$ cat config.mk
export PLATFORM = sky130hd
export DESIGN_NAME = branch_predictor
export DESIGN_NICKNAME = d
export VERILOG_FILES = /design/src/rtl/branch_predictor.sv
export SDC_FILE = /design/constraint.sdc
export NUM_CORES = 2
export LEC_CHECK = 0
export BUFFER_PORTS_ARGS = -buffer_cell sky130_fd_sc_hd__buf_4
export CAP_MARGIN = 15
export CORE_MARGIN = 2
export CORE_UTILIZATION = 67
export CTS_CLUSTER_DIAMETER = 30
export DETAILED_ROUTE_END_ITERATION = 10
export GPL_TIMING_DRIVEN = 0
export HOLD_SLACK_MARGIN = 0.08
export PLACE_DENSITY_LB_ADDON = 0.15
export SYNTH_ARGS = -nofsm -noshare
export SYNTH_HDL_FRONTEND = slang
export SYNTH_SLANG_ARGS = --single-unit
$ cat constraint.sdc
create_clock -name clk -period 74.6 [get_ports clk]
set_input_delay 7.46 -clock clk [delete_from_list [all_inputs] [get_ports clk]]
set_output_delay 7.46 -clock clk [all_outputs]
set_load 0.005 [all_outputs]
$ cat src/rtl/branch_predictor.sv
// branch_predictor: fetch-side direction/target predictor.
// Tagged 2-bit counter table trained by resolved branches.
module branch_predictor #(
  parameter int IDX_BITS = 4,
  parameter int CNT_W    = 32
) (
  input  logic             clk,
  input  logic             rst,
  input  logic [31:0]      f_pc,
  output logic             pred_taken,
  output logic [31:0]      pred_target,
  output logic             pred_hit,
  input  logic             upd_valid,
  input  logic [31:0]      upd_pc,
  input  logic             upd_taken,
  input  logic [31:0]      upd_target,
  input  logic             upd_pred_taken,
  input  logic [31:0]      upd_pred_target,
  output logic             redirect,
  output logic [31:0]      redirect_pc,
  output logic [CNT_W-1:0] branch_count,
  output logic [CNT_W-1:0] mispredict_count
);

  localparam int N     = 1 << IDX_BITS;
  localparam int TAG_W = 30 - IDX_BITS;

  typedef struct packed {
    logic             valid;
    logic [TAG_W-1:0] tag;
    logic [31:0]      tgt;
    logic [1:0]       ctr;
  } entry_t;

  entry_t tbl_q [N];
  entry_t tbl_d [N];

  logic [IDX_BITS-1:0] f_idx;
  logic [IDX_BITS-1:0] u_idx;
  logic [TAG_W-1:0]    f_tag;
  logic [TAG_W-1:0]    u_tag;
  entry_t              f_ent;
  entry_t              u_ent;
  entry_t              u_new;
  logic                u_wr;
  logic                u_hit;
  logic                mispredict;

  logic             redirect_q;
  logic             redirect_d;
  logic [31:0]      redirect_pc_q;
  logic [31:0]      redirect_pc_d;
  logic [CNT_W-1:0] branch_count_q;
  logic [CNT_W-1:0] branch_count_d;
  logic [CNT_W-1:0] mispredict_count_q;
  logic [CNT_W-1:0] mispredict_count_d;

  assign f_idx = f_pc[IDX_BITS+1:2];
  assign f_tag = f_pc[31:IDX_BITS+2];
  assign u_idx = upd_pc[IDX_BITS+1:2];
  assign u_tag = upd_pc[31:IDX_BITS+2];
  assign f_ent = tbl_q[f_idx];
  assign u_ent = tbl_q[u_idx];
  assign u_hit = u_ent.valid && (u_ent.tag == u_tag);

  // Lookup reads the registered table only: no write bypass.
  assign pred_hit    = f_ent.valid && (f_ent.tag == f_tag);
  assign pred_taken  = pred_hit && f_ent.ctr[1];
  assign pred_target = pred_hit ? f_ent.tgt : f_pc + 32'd4;

  // A correct direction with a stale target still needs a redirect.
  assign mispredict = upd_valid &&
    ((upd_taken != upd_pred_taken) ||
     (upd_taken && upd_pred_taken &&
      (upd_target != upd_pred_target)));

  // Train the indexed entry from the resolved outcome.
  always_comb begin
    tbl_d = tbl_q;
    u_new = u_ent;
    u_wr  = 1'b0;
    unique case (1'b1)
      upd_valid && u_hit && upd_taken: begin
        u_wr      = 1'b1;
        u_new.tgt = upd_target;
        if (u_ent.ctr != 2'b11)
          u_new.ctr = u_ent.ctr + 2'b01;
      end
      upd_valid && u_hit && !upd_taken: begin
        u_wr = 1'b1;
        if (u_ent.ctr != 2'b00)
          u_new.ctr = u_ent.ctr - 2'b01;
      end
      upd_valid && !u_hit && upd_taken: begin
        u_wr        = 1'b1;
        u_new.valid = 1'b1;
        u_new.tag   = u_tag;
        u_new.tgt   = upd_target;
        u_new.ctr   = 2'b10;
      end
      default: ;
    endcase
    if (u_wr)
      tbl_d[u_idx] = u_new;
  end

  // Redirect pulse, held redirect target and wrapping counters.
  always_comb begin
    redirect_d         = mispredict;
    redirect_pc_d      = redirect_pc_q;
    branch_count_d     = branch_count_q;
    mispredict_count_d = mispredict_count_q;
    if (mispredict) begin
      redirect_pc_d = upd_taken ? upd_target
                                : upd_pc + 32'd4;
      mispredict_count_d = mispredict_count_q + CNT_W'(1);
    end
    if (upd_valid)
      branch_count_d = branch_count_q + CNT_W'(1);
  end

  // State registers; reset discards any update in flight.
  always_ff @(posedge clk or posedge rst) begin
    if (rst) begin
      for (int i = 0; i < N; i++)
        tbl_q[i] <= '{valid: 1'b0, tag: '0,
                      tgt: '0, ctr: 2'b01};
      redirect_q         <= 1'b0;
      redirect_pc_q      <= '0;
      branch_count_q     <= '0;
      mispredict_count_q <= '0;
    end else begin
      tbl_q              <= tbl_d;
      redirect_q         <= redirect_d;
      redirect_pc_q      <= redirect_pc_d;
      branch_count_q     <= branch_count_d;
      mispredict_count_q <= mispredict_count_d;
    end
  end

  assign redirect         = redirect_q;
  assign redirect_pc      = redirect_pc_q;
  assign branch_count     = branch_count_q;
  assign mispredict_count = mispredict_count_q;

endmodule

==> flow_summary.json <==
{
  "cts-root-buf": "clkbuf_16",
  "reg2reg_to": "tbl_q[155]",
  "max-vdd-ir-drop_mv": 0.03833,
  "avgSynthCellArea_um2": 14.87,
  "syn_to_final_growth_pct": 20.24,
  "synthTopCellsByCount": "dfrtp_1, mux2_2, mux4_2",
  "synth.area.top_cells": "dfrtp_1, mux4_2, mux2_2, mux2_1, xnor2_1",
  "timing.final.ws_setup_ps": 52620,
  "rr_worst_depth": 10,
  "row_count": 109,
  "min_from": "mispredict_count[31]",
  "drc": 0,
  "clock-sinks": 1073,
  "rsz0062_at_grt": "no",
  "io_buffers": 249,
  "p_comb_share_pct": 16.9,
  "cts_setup_buffers": 0,
  "grt_start_max_net_pins": 131,
  "tightestPinTransition_ps": 1389,
  "critical_path_class": "input pin to output port",
  "power_uw": 2159,
  "synthCells": 3981,
  "ys_types": 79,
  "async_reset_ff_share_pct": 100.0,
  "drv_cap": 0,
  "fillers": 4713,
  "drt_iter0_markers": 6383,
  "synth-main-ff-cell": "dfrtp_1",
  "cts_tree": "yes",
  "drive_above_1_share_pct": 42.20,
  "cp-start-kind": "input pin",
  "drv_slew": 0,
  "die_area_um2": 90760,
  "synthesis.nets": 4122,
  "holdBufCountCts": 0,
  "cts_resized": 0,
  "crit_chain": "buf_4 > buf_2 > buf_1 > buf_1 > clkbuf_1 > buf_1 > buf_8 > clkbuf_1 > clkbuf_1 > mux4_2 > mux4_2 > mux2_2 > buf_4",
  "fp.dieW_um": 301.3,
  "cp_slowest_cell": "clkbuf_1",
  "slowest_delay_ps": 1060,
  "dpl.hpwl_um": 147100,
  "hold-path-cell-count": 1,
  "post-route-period-util_pct": 29.47,
  "fin_skew_ps": 44.33,
  "cts_made_buffers": 220,
  "cp_max_fo": 10,
  "synth_edf_count": 0,
  "yosysMostFrequentCell": "dfrtp_1",
  "p_switching_uw": 610.9,
  "nets": 4626,
  "p_per_area_nw_per_um2": 30.32,
  "synth_seq_cells": 1073,
  "leakagePower_uw": 0.03258,
  "clockBufferDepth": 3,
  "seq_power_share_pct": 34.6,
  "clk_pin_slew_worst_paths_ps": 50,
  "setup_viol": 0,
  "fmax_mhz": 45.49,
  "status": "finished, final reports clean",
  "dp_slack_ps": 53350,
  "grt_antenna_before_repair": 19,
  "core_um2": 87970,
  "p_sw_share_pct": 28.30,
  "fin_tns_setup_ps": 0,
  "synth_top_area_share_pct": 44.68,
  "min_period_ps": 21980,
  "route.vias.total": 44130,
  "cp.arrival_ps": 14520,
  "clkPwrFrac_pct": 48.5,
  "drt-total-wl_um": 219800,
  "maxSlewHeadroom_pct": 7.429,
  "hold_path.class": "flip-flop to flip-flop",
  "ios": 264,
  "wire_per_inst_um": 37.51,
  "htreeDepth": 4,
  "finalHoldViolations": 0,
  "initial_core_util_pct": 67.30,
  "grt_pass1_vias": 44480,
  "holdPathEnd": "mispredict_count[31]",
  "track_usage_pct": 49.07,
  "dr.pass1.iters": 8,
  "synth_warnings": 0,
  "drt-vias-per-instance": 7.532,
  "timing.rr.start": "tbl_q[99]",
  "grt_overflow": 0,
  "end_kind": "output port",
  "die_h_um": 301.3,
  "yosysSeqAreaShare_pct": 45.39,
  "worstPathRequired_ps": 67140,
  "yosysTopAreaCell": "dfrtp_1",
  "power.internal_uw": 1548,
  "whs_ps": 479.9,
  "clk_latency_ps": 840,
  "r2r_setup_slack_ps": 68740,
  "postRouteAntennaNets": 0,
  "grt_pass1_wl_um": 312100,
  "syn_area_um2": 59200,
  "gp_congestion": 1.040
}
## power by group through the flow
stage               clock network, µW  registers, µW  logic (µW)
floorplan                           0            725         240
global placement                    0            741         334
detailed placement                  0            745         346
CTS                              1040            741         353
global route                     1070            753         379
finish                           1050            746         365
## cell usage in the layout, fill, tap and decap left out, drive strengths merged, types with 13 or more instances in the layout
| cell type | count |
|---|---|
| and3 | 20 |
| o21ai | 60 |
| dfrtp | 1057 |
| nand4 | 54 |
| inv | 49 |
| nand2 | 116 |
| xnor2 | 145 |
| xor2 | 49 |
| a21oi | 47 |
| clkinvlp | 30 |
| nand2b | 23 |
| clkinv | 65 |
| mux4 | 542 |
| bufinv | 36 |
| buf | 461 |
| nor2 | 73 |
| nand3 | 54 |
| mux2i | 91 |
| nor2b | 15 |
| nor3 | 23 |
| clkbuf | 437 |
| dfstp | 16 |
| o22ai | 13 |
| a22oi | 15 |
| mux2 | 1074 |
| diode | 16 |
## per-stage QoR
step           utilization [%]  std cells  instance area, µm²
2_1_floorplan                -       3981               59200
3_3_place_gp             71.09       5395               62530
3_5_place_dp             71.59       5414               62980
4_1_cts                  80.65       5829               70950
5_1_grt                  80.89       5845               71150
6_report                 80.93       5859               71190
## final cells by class
type / count / area (µm²) / area share, %
flip-flops and latches: 1073 / 26870 / 37.75
well taps: 1165 / 1458 / 2.048
multi-input cells: 2527 / 30600 / 42.99
plain buffers: 351 / 1620 / 2.276
repair buffers: 282 / 2504 / 3.517
inverters: 30 / 120.1 / 0.1687
diodes: 16 / 40.04 / 0.05624
clock buffers: 265 / 5904 / 8.294
clock inverters: 150 / 2068 / 2.905
## logic make-up (layout without fill, tap and decap cells)
group                    count (synthesis)  after routing  synth area share [%]
multiplexers                          1707           1707                 42.59
adder cells (fa/ha/maj)                  8              8                0.1691
buffers and inverters                  381           1078                 2.925
other                                    0             16                     0
AND/OR/NAND/NOR                        426            426                 3.941
AO/OA/AOI/OAI                          192            192                 2.118
flip-flops                            1073           1073                 45.39
XOR/XNOR                               194            194                 2.870
## sequential cells by signal, summed over array words and instances (netlist names)
name              cells
redirect_pc          32
tbl_q               976
branch_count         32
redirect              1
mispredict_count     32
## worst max path at each step
| stage | startpoint | endpoint | cells after the start |
|---|---|---|---|
| 2_1_floorplan | rst | branch_count[0] | 1 |
| 3_3_place_gp | rst | tbl_q[105] | 2 |
| 3_5_place_dp | f_pc[3] | pred_target[23] | 13 |
| 4_1_cts | f_pc[3] | pred_target[23] | 13 |
| 5_1_grt | f_pc[3] | pred_target[23] | 13 |
| 6_report | f_pc[3] | pred_target[23] | 13 |
## metal layers
metal / vias up / wire length [µm] / track usage [%]
li1: 16420 / - / -
met1: 22680 / 74670 / 61.68
met2: 3976 / 90950 / 65.74
met3: 1051 / 37090 / 26.52
met4: 14 / 16600 / 31.39
met5: - / 473 / 3.175
## critical path, delay by kind of cell
kind	cells	cell delay, ps
buffers and inverters	10	5660
multiplexers	3	1340
(Power assumes the default switching activity.)
